`src/rtl/mem_arbiter.sv`:
```
// Two-port (CPU read/write, VIC read-only) arbiter in front of a single memory controller.
// Round-robin between requesters; one transaction in flight, aborted with err after TIMEOUT wait cycles.
module mem_arbiter #(
  parameter int TIMEOUT = 255
) (
  input  logic        clk,
  input  logic        reset,
  input  logic        cpu_req,
  input  logic        cpu_write,
  input  logic [5:0]  cpu_bank,
  input  logic [15:0] cpu_addr,
  input  logic [7:0]  cpu_wdata,
  output logic        cpu_ack,
  output logic [7:0]  cpu_rdata,
  output logic        cpu_err,
  input  logic        vic_req,
  input  logic [5:0]  vic_bank,
  input  logic [15:0] vic_addr,
  output logic        vic_ack,
  output logic [7:0]  vic_rdata,
  output logic        vic_err,
  output logic        mem_CE,
  output logic        mem_write,
  output logic [5:0]  mem_bank,
  output logic [15:0] mem_addrBus,
  output logic [7:0]  mem_dataToWrite,
  input  logic [7:0]  mem_dataRead,
  input  logic        mem_isBusy,
  input  logic        mem_dataReady,
  output logic        grant_vic
);

  typedef enum logic [1:0] {S_IDLE, S_ISSUE, S_WAIT, S_DONE} state_t;

  localparam logic [7:0] TIMEOUT_CNT = 8'(TIMEOUT);

  state_t      r_state;
  state_t      w_state_nxt;
  logic        r_last_vic;
  logic        r_gnt_vic;
  logic [7:0]  r_cnt;
  logic [7:0]  w_cnt_inc;
  logic        w_grant;
  logic        w_pick_vic;
  logic        w_timeout;
  logic        r_mem_write;
  logic [5:0]  r_mem_bank;
  logic [15:0] r_mem_addr;
  logic [7:0]  r_mem_wdata;
  logic [7:0]  r_cpu_rdata;
  logic        r_cpu_err;
  logic [7:0]  r_vic_rdata;
  logic        r_vic_err;

  // VIC wins a tie unless it was the one served last.
  always_comb begin
    w_pick_vic  = vic_req & (~cpu_req | ~r_last_vic);
    w_grant     = ~mem_isBusy & (cpu_req | vic_req);
    w_cnt_inc   = r_cnt + 8'd1;
    w_timeout   = (w_cnt_inc == TIMEOUT_CNT);
    w_state_nxt = r_state;
    case (r_state)
      S_IDLE:  if (w_grant) w_state_nxt = S_ISSUE;
      S_ISSUE: w_state_nxt = S_WAIT;
      S_WAIT:  if (mem_dataReady || w_timeout) w_state_nxt = S_DONE;
      S_DONE:  w_state_nxt = S_IDLE;
      default: w_state_nxt = S_IDLE;
    endcase
  end

  always_ff @(posedge clk or negedge reset) begin
    if (!reset) r_state <= S_IDLE;
    else        r_state <= w_state_nxt;
  end

  always_ff @(posedge clk or negedge reset) begin
    if (!reset) begin
      r_last_vic  <= 1'b0;
      r_gnt_vic   <= 1'b0;
      r_cnt       <= 8'd0;
      r_mem_write <= 1'b0;
      r_mem_bank  <= 6'd0;
      r_mem_addr  <= 16'd0;
      r_mem_wdata <= 8'd0;
      r_cpu_rdata <= 8'd0;
      r_cpu_err   <= 1'b0;
      r_vic_rdata <= 8'd0;
      r_vic_err   <= 1'b0;
    end else begin
      case (r_state)
        S_IDLE: begin
          if (w_grant) begin
            r_gnt_vic   <= w_pick_vic;
            r_mem_bank  <= w_pick_vic ? vic_bank : cpu_bank;
            r_mem_addr  <= w_pick_vic ? vic_addr : cpu_addr;
            r_mem_write <= ~w_pick_vic & cpu_write;
            r_mem_wdata <= w_pick_vic ? 8'd0 : cpu_wdata;
          end
        end
        S_ISSUE: r_cnt <= 8'd0;
        S_WAIT: begin
          r_cnt <= w_cnt_inc;
          // Data arriving on the timeout cycle still counts as success.
          if (mem_dataReady) begin
            if (r_gnt_vic) begin
              r_vic_rdata <= mem_dataRead;
              r_vic_err   <= 1'b0;
            end else begin
              if (!r_mem_write) r_cpu_rdata <= mem_dataRead;
              r_cpu_err <= 1'b0;
            end
          end else if (w_timeout) begin
            if (r_gnt_vic) begin
              r_vic_rdata <= 8'hFF;
              r_vic_err   <= 1'b1;
            end else begin
              if (!r_mem_write) r_cpu_rdata <= 8'hFF;
              r_cpu_err <= 1'b1;
            end
          end
        end
        S_DONE: r_last_vic <= r_gnt_vic;
        default: ;
      endcase
    end
  end

  assign mem_CE          = (r_state == S_ISSUE);
  assign cpu_ack         = (r_state == S_DONE) & ~r_gnt_vic;
  assign vic_ack         = (r_state == S_DONE) & r_gnt_vic;
  assign mem_write       = r_mem_write;
  assign mem_bank        = r_mem_bank;
  assign mem_addrBus     = r_mem_addr;
  assign mem_dataToWrite = r_mem_wdata;
  assign cpu_rdata       = r_cpu_rdata;
  assign cpu_err         = r_cpu_err;
  assign vic_rdata       = r_vic_rdata;
  assign vic_err         = r_vic_err;
  assign grant_vic       = r_gnt_vic;

endmodule

```
`config.mk`:
```
export PLATFORM = sky130hd
export DESIGN_NAME = mem_arbiter
export DESIGN_NICKNAME = d
export VERILOG_FILES = /design/src/rtl/mem_arbiter.sv
export SDC_FILE = /design/constraint.sdc
export NUM_CORES = 1
export LEC_CHECK = 0
export BUFFER_PORTS_ARGS = -buffer_cell sky130_fd_sc_hd__buf_4
export CAP_MARGIN = 20
export CORE_UTILIZATION = 45
export CTS_CLUSTER_DIAMETER = 120
export CTS_CLUSTER_SIZE = 28
export DETAILED_ROUTE_END_ITERATION = 10
export PLACE_DENSITY_LB_ADDON = 0.05
export SLEW_MARGIN = 20
export SYNTH_ARGS = -nofsm -noshare
export SYNTH_HDL_FRONTEND = slang
export SYNTH_SLANG_ARGS = --single-unit
```
`constraint.sdc`:
```
create_clock -name clk -period 3.2 [get_ports clk]
set_input_delay 0.16 -clock clk [delete_from_list [all_inputs] [get_ports clk]]
set_output_delay 0.16 -clock clk [all_outputs]
set_load 0.01 [all_outputs]
```
Word level (Yosys, flattened, before mapping)
Index checks and enable logic that the tools add are counted.
- bits in registers: 61
- input port bits: 67
- output and inout bits: 53
- add/subtract/negate cells: 1
- eq/ne operators: 6
- multiplexer cells: 25
- bitwise gates (word level): 13
- reduce and logical (&&, ||, !) cells: 9
- operators by type and width (kind ; count):
    $mux W8 ; 11
    $mux W16 ; 1
    $pmux W8 S2 ; 1
    $add A8 B1 Y8 const B ; 1
    $eq A8 B8 Y1 const B ; 1
    $mux W1 ; 8
    $pmux W2 S4 ; 1
    $mux W6 ; 1
    $not A1 Y1 ; 6
    $reduce_and A3 Y1 ; 2
    $and A1 B1 Y1 ; 5
    $eq A2 B2 Y1 const B ; 2
    $mux W2 ; 2
    $ne A2 B2 Y1 const B ; 2
    $reduce_and A2 Y1 ; 2
    $reduce_and A4 Y1 ; 1
    $reduce_bool A2 Y1 ; 2
    $eq A2 B1 Y1 const B ; 1
    $logic_not A2 Y1 ; 1
    $or A1 B1 Y1 ; 2
    $logic_or A1 B1 Y1 ; 1

Logic depth before layout (Yosys ltp)
- depth in word-level cells: 5
- gate-level depth with buffers: 7
- depth with buffers taken out: 6

Least setup slack after synthesis
OpenSTA, ideal clock, no wires.
- kind: flip-flop to flip-flop
- from: register r_cnt[1]
- to: register r_state[1]
- setup time: 128 ps
- arrival: 2096 ps
- path slack: 976 ps
- cell stages (with the launch flop): 7
- buffers on the path: 0
- cell sequence: dfrtp_1 > ha_1 > nand3_2 > or3_4 > a2111o_4 > a31oi_4 > mux2_1
- word-level cells in the longest chain between the ends: 5
- ends and longest elaborated chain (element ; line ; text):
    start, declared ; 41 ; logic [7:0] r_cnt;
    start signal, assigned ; 102 ; r_cnt <= w_cnt_inc;
    $add A8 B1 Y8 ; 59 ; w_cnt_inc = r_cnt + 8'd1;
    $eq A8 B8 Y1 ; 60 ; w_timeout = (w_cnt_inc == TIMEOUT_CNT);
    $logic_or A1 B1 Y1 ; 65 ; S_WAIT: if (mem_dataReady || w_timeout) w_state_nxt = S_DONE;
    $ne A2 B2 Y1 (no line) ; n/a ;
    $reduce_and A2 Y1 (no line) ; n/a ;
    end signal, assigned ; 73 ; else r_state <= w_state_nxt;
    end, declared ; 37 ; state_t r_state;
No other way between the ends.
A chain may end at the register's enable or synchronous reset.

Final worst setup path
Ends and elaborated chain as after synthesis.

==> flow_summary.toml <==
[cells_and_area]
nFillCells = 489
n_antenna_cell = 0
fin_util_pct = 66.97
finalNetCount = 452
syn2layout_area_growth_pct = 42.75
post_route_cells_drive_above_1_share_pct = 37.86
ff_latch_area_um2 = 1526
multi_input_area_um2 = 1182

[placed_design]
gp_congestion = 0.7543
portBuffers = 119
dp_hpwl_um = 4473

[floorplan]
die-height_um = 80.57
rows = 28
start_util_pct = 46.91
io_pins = 120
die_area_um2 = 6491
core_um2 = 5921
die_w_um = 80.57

[clocking]
cts.sinks = 61
post_cts_buffers = 0
clockBufferDepth = 2
clk_pin_slew_worst_paths_ns = 0.07
cts_resized = 0
clock_latency_ns = 0.33
numCtsBuffers = 9
htree_levels = 3
cts_tree = "yes"
clockRootBuffer = "clkbuf_8"
cts_hold_buf = 1

[sta]
period_share_pct = 72.86
fin_crit_ns = 2.331
slew_headroom_pct = 36.67
slew_viol_final = 0
rsz0062_at_grt = "no"
fmax_mhz = 428.9
skew_ns = 0.007453
final.setup.tns_ns = 0
tightest_slew_ns = 0.9466
hold_violations = 0
setup_viol = 0

[worst_hold_path]
min_path_type = "in2reg"

[yosys]
synth_top_area_share_pct = 54.95
synth_fp_nets = 332
syn_area_per_cell_um2 = 10.77
synthCells = 258
synth.cell_area_um2 = 2778
ys_top_cells_by_area = "dfrtp_1 55%, mux2i_1 8.6%, nand2_1 7.4%"
yosys_warnings = 0
synth_cell_types = 32
ys_seq_area_share_pct = 54.95
ys_seq_elements = 61
synth_area_leader_cell = "dfrtp_1"

[detailed_routing]
wl_um = 6249
first_iter_violations = 86
met2WireLength_um = 2925
ant_nets = 0
via_per_inst = 5.020
vias = 2299
firstDrtPassIters = 4
top_layer = "met4"
drc_errors = 0
wl_met1_um = 2726
wl_per_cell_um = 13.64
dr_wl_met3_um = 505

[global_routing]
antenna_found_initial = 0
grt_max_degree = 65
grt_pass1_wl_um = 10040
grt_pass1_vias = 2185
overflow = 0
track_usage_pct = 20.70

[worst_setup_path]
path_delay_family = "compound AO/OA/AOI/OAI gates"
crit_path_max_incr_delay_ns = 0.57
crit_buf_inv = 0
crit_type = "reg2reg"
critPathRequiredTime_ns = 3.42
crit_chain = "ha_1, nand3_2, or3_4, a2111o_4, a31oi_4, mux2_1"
cp-end-kind = "register"
cp.arrival_ns = 2.55
cp-start-kind = "register"
crit_slowest_cell = "a2111o_4"
critPathMaxFanout = 5

[pwr]
peakVddDrop_mv = 0.3925
power_leakage_nw = 1.967
power_mw = 3.433
power_density_nw_per_um2 = 865.9
clkPwrFrac_pct = 22.4
p_sw_mw = 1.159
pwr-share-seq_pct = 37.3
pwr-share-comb_pct = 40.3
switching_share_pct = 33.77
p_int_mw = 2.274

[flow_run]
max_cap_viol_count = 0

[outcome]
outcome = "complete, no violations"
-- cells by family (layout without fill, tap and decap cells) --
group	after synthesis	after routing	synth area share [%]
flip-flops	61	61	54.95
multiplexers	27	27	9.865
adder cells (fa/ha/maj)	7	7	3.153
AO/OA/AOI/OAI	66	66	17.03
XOR/XNOR	2	2	0.6307
buffers and inverters	19	144	2.568
AND/OR/NAND/NOR	76	76	11.80
-- power groups by stage --
stage	sequential [mW]	clock, mW	combinational [mW]
floorplan	1.40	0	0.600
global placement	1.28	0	1.38
detailed placement	1.29	0	1.40
global route	1.32	0.826	1.54
CTS	1.28	0.788	1.40
finish	1.28	0.767	1.39
-- placed cells by master (no fill, tap or decap), drive strengths merged --
| cell type | instances |
|---|---|
| a22o | 1 |
| and2 | 2 |
| nand2b | 1 |
| a21oi | 2 |
| a21boi | 1 |
| mux2 | 3 |
| and3 | 2 |
| o31ai | 2 |
| ha | 7 |
| dlygate4sd3 | 1 |
| o22a | 17 |
| nand2 | 55 |
| xnor2 | 2 |
| nor2 | 6 |
| a31oi | 1 |
| nand3b | 1 |
| or3 | 1 |
| a21bo | 1 |
| nand4 | 1 |
| nand3 | 5 |
| buf | 120 |
| mux2i | 24 |
| o32a | 1 |
| clkbuf | 12 |
| nor2b | 2 |
| dfrtp | 61 |
| inv | 7 |
| bufinv | 2 |
| o21a | 1 |
| o21ai | 38 |
| a2111o | 1 |
| clkinv | 2 |
-- area by class of cell --
cell class / count / area share [%]
multi-input combinational: 178 / 29.82
timing repair buffer: 121 / 22.97
sequential: 61 / 38.50
clock buffer: 12 / 3.913
inverter: 7 / 0.6627
clock inverter: 4 / 1.767
tap: 75 / 2.367
-- cells in the mapped netlist (all sizes together) --
master / number
a21boi: 1
or3: 1
nand2b: 1
a21bo: 1
and2: 2
o31ai: 2
nor2: 6
nand3: 5
nand2: 55
a21oi: 2
nor2b: 2
o32a: 1
inv: 7
and3: 2
xnor2: 2
a2111o: 1
nand4: 1
o21ai: 38
mux2i: 24
clkbuf: 12
dfrtp: 61
o22a: 17
mux2: 3
nand3b: 1
a31oi: 1
a22o: 1
o21a: 1
ha: 7
-- through the flow --
step | worst slack (ns) | hold slack [ns] | std cells | area (um2)
5_1_grt | 0.7801 | 0.05225 | 458 | 3965
3_5_place_dp | 0.8677 | 0.2908 | 441 | 3730
4_1_cts | 0.8546 | 0.05257 | 458 | 3965
6_report | 0.8685 | 0.06794 | 458 | 3965
2_1_floorplan | 0.9761 | -0.1356 | 258 | 2778
3_3_place_gp | 0.9135 | 0.2917 | 441 | 3730
-- path summary, 6_finish.rpt --
| path | from | endpoint | slack [ns] | depth (start not counted) |
|---|---|---|---|---|
| worst min register to register | mem_bank[1] | mem_bank[1] | 0.48 | 2 |
| worst min-delay path | cpu_write | mem_write | 0.07 | 3 |
| worst max-delay path | r_cnt[1] | r_state[1] | 0.87 | 6 |
| min in group asynchronous | reset | vic_rdata[5] | 0.45 | 2 |
| max in group asynchronous | reset | mem_dataToWrite[6] | 2.24 | 2 |
| worst max register to register | r_cnt[1] | r_state[1] | 0.87 | 6 |
-- sequential cells by signal (all words and copies together) (netlist names) --
name,count
r_cnt,8
cpu_rdata,8
r_last_vic,1
mem_addrBus,16
grant_vic,1
mem_bank,6
mem_dataToWrite,8
r_state,2
vic_rdata,8
vic_err,1
mem_write,1
cpu_err,1
-- tightest hold or removal path, stage by stage --
cell     delay (ns)
buf_4          0.11
nand2_1        0.04
o21ai_0        0.06
-- metal layers --
metal | global-route usage, % | vias to the layer above
met4 | 8.571 | 0
met2 | 32.71 | 78
li1 | - | 1137
met3 | 7.955 | 12
met1 | 25.15 | 1072
met5 | 0 | -
(Power assumes the default switching activity.)
